--- config.mk ---
export PLATFORM = sky130hd
export DESIGN_NAME = sync_mod_counter
export DESIGN_NICKNAME = d
export VERILOG_FILES = /design/src/rtl/counter_pkg.sv /design/src/rtl/cnt_term_detect.sv /design/src/rtl/sync_mod_counter.sv
export SDC_FILE = /design/constraint.sdc
export NUM_CORES = 1
export LEC_CHECK = 0
export ABC_AREA = 0
export CAP_MARGIN = 30
export CORE_MARGIN = 2
export CORE_UTILIZATION = 50
export DETAILED_ROUTE_END_ITERATION = 16
export GPL_TIMING_DRIVEN = 0
export PLACE_DENSITY = 0.83
export SYNTH_ARGS = -nofsm -noshare
export SYNTH_HDL_FRONTEND = slang
export SYNTH_SLANG_ARGS = --single-unit
export TNS_END_PERCENT = 50
--- constraint.sdc ---
create_clock -name clk -period 4.2 [get_ports clk]
set_input_delay 0.63 -clock clk [delete_from_list [all_inputs] [get_ports clk]]
set_output_delay 0.63 -clock clk [all_outputs]
set_load 0.01 [all_outputs]
--- src/rtl/counter_pkg.sv ---
// Shared types and limits for the synchronous modulo-N counter family.
package counter_pkg;

    localparam int CNT_WIDTH_MIN = 2;
    localparam int CNT_WIDTH_MAX = 32;

    typedef enum logic {
        CNT_RUN  = 1'b0,
        CNT_DONE = 1'b1
    } cnt_state_e;

endpackage

--- src/rtl/cnt_term_detect.sv ---
// Combinational modulus decode: terminal value, terminal-step flag and clamp helpers.
module cnt_term_detect #(
    parameter int CNT_WIDTH = 8
) (
    input  logic [CNT_WIDTH-1:0] count,
    input  logic [CNT_WIDTH-1:0] max_count,
    input  logic                 up_dn,
    input  logic [CNT_WIDTH-1:0] load_val,
    output logic [CNT_WIDTH-1:0] top,
    output logic                 term,
    output logic [CNT_WIDTH-1:0] load_clamped,
    output logic [CNT_WIDTH-1:0] count_clamped
);

    // N = 0 selects the full 2^CNT_WIDTH range, so TOP is all-ones.
    always_comb begin
        top = (max_count == '0) ? '1 : max_count - CNT_WIDTH'(1);
    end

    // >= rather than == so a modulus shrunk below the current count still terminates.
    assign term          = up_dn ? (count >= top) : (count == '0);
    assign load_clamped  = (load_val > top) ? top : load_val;
    assign count_clamped = (count > top) ? top : count;

endmodule

--- src/rtl/sync_mod_counter.sv ---
// Fully synchronous modulo-N up/down counter with load, wrap/one-shot modes and registered tc.
module sync_mod_counter
    import counter_pkg::*;
#(
    parameter int CNT_WIDTH = 8
) (
    input  logic                 clk,
    input  logic                 clr_n,
    input  logic                 en,
    input  logic                 up_dn,
    input  logic                 auto,
    input  logic                 load,
    input  logic [CNT_WIDTH-1:0] load_val,
    input  logic [CNT_WIDTH-1:0] max_count,
    output logic [CNT_WIDTH-1:0] count,
    output logic [CNT_WIDTH-1:0] count_n,
    output logic                 tc,
    output logic                 counted_max
);

    if (CNT_WIDTH < CNT_WIDTH_MIN || CNT_WIDTH > CNT_WIDTH_MAX) begin : g_bad_width
        $error("sync_mod_counter: CNT_WIDTH out of range");
    end

    logic [CNT_WIDTH-1:0] count_q, count_d;
    logic                 tc_q, tc_d;
    cnt_state_e           state_q, state_d;

    logic [CNT_WIDTH-1:0] top;
    logic                 term;
    logic [CNT_WIDTH-1:0] load_clamped;
    logic [CNT_WIDTH-1:0] count_clamped;

    cnt_term_detect #(
        .CNT_WIDTH (CNT_WIDTH)
    ) u_term (
        .count         (count_q),
        .max_count     (max_count),
        .up_dn         (up_dn),
        .load_val      (load_val),
        .top           (top),
        .term          (term),
        .load_clamped  (load_clamped),
        .count_clamped (count_clamped)
    );

    always_ff @(posedge clk) begin
        if (!clr_n) begin
            count_q <= '0;
            tc_q    <= 1'b0;
            state_q <= CNT_RUN;
        end else begin
            count_q <= count_d;
            tc_q    <= tc_d;
            state_q <= state_d;
        end
    end

    always_comb begin
        count_d = count_q;
        tc_d    = 1'b0;
        state_d = state_q;
        if (load) begin
            count_d = load_clamped;
            state_d = CNT_RUN;
        end else begin
            unique case (state_q)
                CNT_RUN: begin
                    if (en) begin
                        if (!term) begin
                            count_d = up_dn ? count_q + CNT_WIDTH'(1)
                                            : count_q - CNT_WIDTH'(1);
                        end else if (auto) begin
                            count_d = up_dn ? '0 : top;
                            tc_d    = 1'b1;
                        end else begin
                            count_d = count_clamped;
                            tc_d    = 1'b1;
                            state_d = CNT_DONE;
                        end
                    end
                end
                CNT_DONE: begin
                    // Switching to auto releases the hold; stepping resumes next enabled cycle.
                    if (auto) state_d = CNT_RUN;
                end
                default: state_d = CNT_RUN;
            endcase
        end
    end

    assign count       = count_q;
    assign count_n     = ~count_q;
    assign tc          = tc_q;
    assign counted_max = (state_q == CNT_DONE);

endmodule

==> metrics.cfg <==
[clock_network]
cts_max_level = 1
clk_pin_slew_ns = 0.08
cts_sinks = 10
post_cts_buffers = 0
cts_tree = yes
clk-insertion-delay-late_ns = 0.28
root_buffer = clkbuf_4
cts_inserted_buffers = 3
cts_hold_repair.buffers = 0
cts.path.max_buffers = 2

[min_path]
holdPathStages = 2
worstHoldEndpoint = counted_max
min_from = counted_max
min_path_type = reg -> reg

[critical_path]
rr_worst_depth = 10
max_stage_delay_ns = 0.48
worstSetupEndpointType = flip-flop
rrSetupSlack_ns = 1.77
cp_max_fo = 10
worstReg2RegStart = count[0]
crit_chain = clkdlybuf4s50_1, inv_1, ha_1, or4b_4, or2_1, and3_4, ha_1, and4b_1, a211oi_1, o22ai_1, buf_2, mux2i_1, a221oi_1, a21oi_1
reg2reg_to = count[1]
cp_slowest_cell = or4b_4
worst-setup-path-type = in -> reg
cp-start-kind = input port
cp_common_cell = ha_1
crit_arrival_ns = 4.12
cp.required_ns = 4.35

[route]
drtAntennaViolNets = 0
first_iter_violations = 75
route.vias.total = 1669
drcViolationCount = 0
wl_per_cell_um = 14.2
drtPass1Iterations = 4
viasPerCell = 5.94
wirelength_um = 3980

[final_layout]
diodes = 0
multiInputGateArea_um2 = 1270
nFillCells = 274
regArea_um2 = 200
final_util_pct = 67.5
fin_nets = 296
drive_above_1_share_pct = 8.47
area_delta_synth_final_pct = 31.2

[die]
die_area_um2 = 3550
die_w_um = 59.6
io_pins = 40
initial_core_util_pct = 51.4
coreArea_um2 = 3000
die_h_um = 59.6
rows = 20

[sta]
rsz0062_at_grt = false
fmax_ghz = 0.252
skew_ns = 0.0104
setup_viol = 0
fin_crit_sh_pct = 94.4
period_needed_ns = 3.97
worstMarginPinSlew_ns = 0.461
drv_slew = 0
hold_ws_ns = 0.544
relSlewSlack_pct = 69.3
hold_viol = 0

[synth]
synth_top_area_cell = ha_1
synth_nets = 253
async_flop_share_pct = 0
synth.cell_area_um2 = 1540
synth_commonest_cells = ha_1 (24), inv_1 (17), a21oi_1 (16), o21ai_0 (16)
synth_area_leaders = ha_1 (19%), dfxtp_1 (13%), a21oi_1 (5.2%)
synth.top_cell.area_share_pct = 19.4
syn-instance-count = 206
synth.avg_cell_area_um2 = 7.50
synth_seq_cells = 10
post-synth-top-count-cell = ha_1
yosysWarnings = 0
synth-edff-count = 0
synth_seq_area_share_pct = 13.0
synth_top_flop_cell = dfxtp_1
yosys.cell_types.count = 49

[status]
status = finished clean

[pwr]
switchingPower_mw = 0.228
p_per_area_nw_per_um2 = 272
power_frac_clock_pct = 16.6
leakage_nw = 0.858
vdd_drop_max_mv = 0.238
power.internal_mw = 0.323
comb_power_share_pct = 59.5
pwr-share-seq_pct = 23.9
p_sw_share_pct = 41.4

[job]
drv_cap = 0

[global_routing]
gr-total-overflow = 0
grtUsageTotal_pct = 23.8
antenna_found_initial = 0
grt_pass1_wl_um = 6490
grt_start_max_net_pins = 11
grt_pass1_vias = 1469

[placed_design]
hpwl_um = 3150
io_buffers = 38
gp_congestion = 0.933

## worst max-delay path: cells and delay by family
family	cells	cell delay [ns]
buf+inv	3	0.78
simple gates	4	1.14
mux	1	0.15
fa+ha+maj	2	0.47
compound gates	4	0.95
## layout by cell type (no fill, tap or decap), types with 4 or more instances in the layout
cell | netlist | routed
nand4_1 | 5 | 5
a21oi_1 | 16 | 16
o21ai_0 | 16 | 16
nor2_1 | 15 | 15
nand2_1 | 15 | 15
mux2i_1 | 5 | 5
inv_1 | 17 | 17
a31oi_1 | 4 | 4
o211ai_1 | 6 | 6
nor3_1 | 4 | 4
dfxtp_1 | 10 | 10
a21o_1 | 4 | 4
xor2_1 | 4 | 4
a21oi_2 | 4 | 4
clkdlybuf4s50_1 | 0 | 38
o21a_1 | 4 | 4
ha_1 | 24 | 24
## final cells by class
cell class | instances | area share, %
Buffer | 7 | 1.48
Clock buffer | 4 | 1.79
Inverter | 17 | 3.15
Multi-Input combinational cell | 172 | 62.9
Sequential cell | 10 | 9.88
Tap cell | 33 | 2.04
Timing Repair Buffer | 38 | 18.8
## state kept, by name (all words and copies together), names as in the netlist
register     flops
count            8
counted_max      1
tc               1
## cell families (layout without fill, tap and decap cells)
group / count (synthesis) / count (layout) / share of synthesized area (%)
muxes: 7 / 7 / 4.70
and+or+nand+nor: 65 / 65 / 23.0
adders and majority gates: 25 / 25 / 20.7
xor gates and xnor gates: 7 / 7 / 3.97
buffers and inverters: 24 / 66 / 6.08
AOI/OAI and AO/OA: 68 / 68 / 28.5
DFF: 10 / 10 / 13.0
## power by group through the flow
| stage | registers, mW | clock network [mW] | logic (mW) |
|---|---|---|---|
| 2_1_floorplan | 0.132 | 0 | 0.205 |
| 3_3_place_gp | 0.134 | 0 | 0.314 |
| 3_5_place_dp | 0.134 | 0 | 0.319 |
| 4_1_cts | 0.132 | 0.0939 | 0.321 |
| 5_1_grt | 0.134 | 0.0979 | 0.365 |
| 6_report | 0.132 | 0.0917 | 0.328 |
## repair_timing
item	CTS	global route
endpoints found under the hold margin	0	0
endpoints found under the setup margin	0	8
gates resized for setup	0	3
## worst max-delay path by stage
stage / start / to / slack [ns] / depth (start not counted)
finish: max_count[0] / count[1] / 0.23 / 14
global route: max_count[0] / count[1] / 0.007 / 16
CTS: max_count[0] / count[5] / 0.15 / 16
detailed placement: max_count[0] / count[5] / -0.14 / 16
global placement: max_count[0] / count[5] / -0.04 / 16
floorplan: max_count[0] / count[2] / 0.88 / 14
## metal layers
layer	global-route usage (%)	vias up	part of all wire, %
met5	0	-	0
met4	3.49	0	0.65
met3	5.02	4	3.9
met2	39.7	46	46
met1	32.3	770	49
li1	-	849	-
## per-stage QoR
step	instance area, um^2	setup TNS, ns	std cells	setup slack (ns)	power (mW)
2_1_floorplan	1540	0	206	0.876	0.337
3_3_place_gp	1970	-0.0653	277	-0.0388	0.448
3_5_place_dp	1970	-0.481	277	-0.138	0.454
4_1_cts	2000	0	281	0.146	0.547
5_1_grt	2030	0	281	0.00724	0.597
6_report	2030	0	281	0.234	0.552
Note: power is estimated with default switching activity, not from simulation.
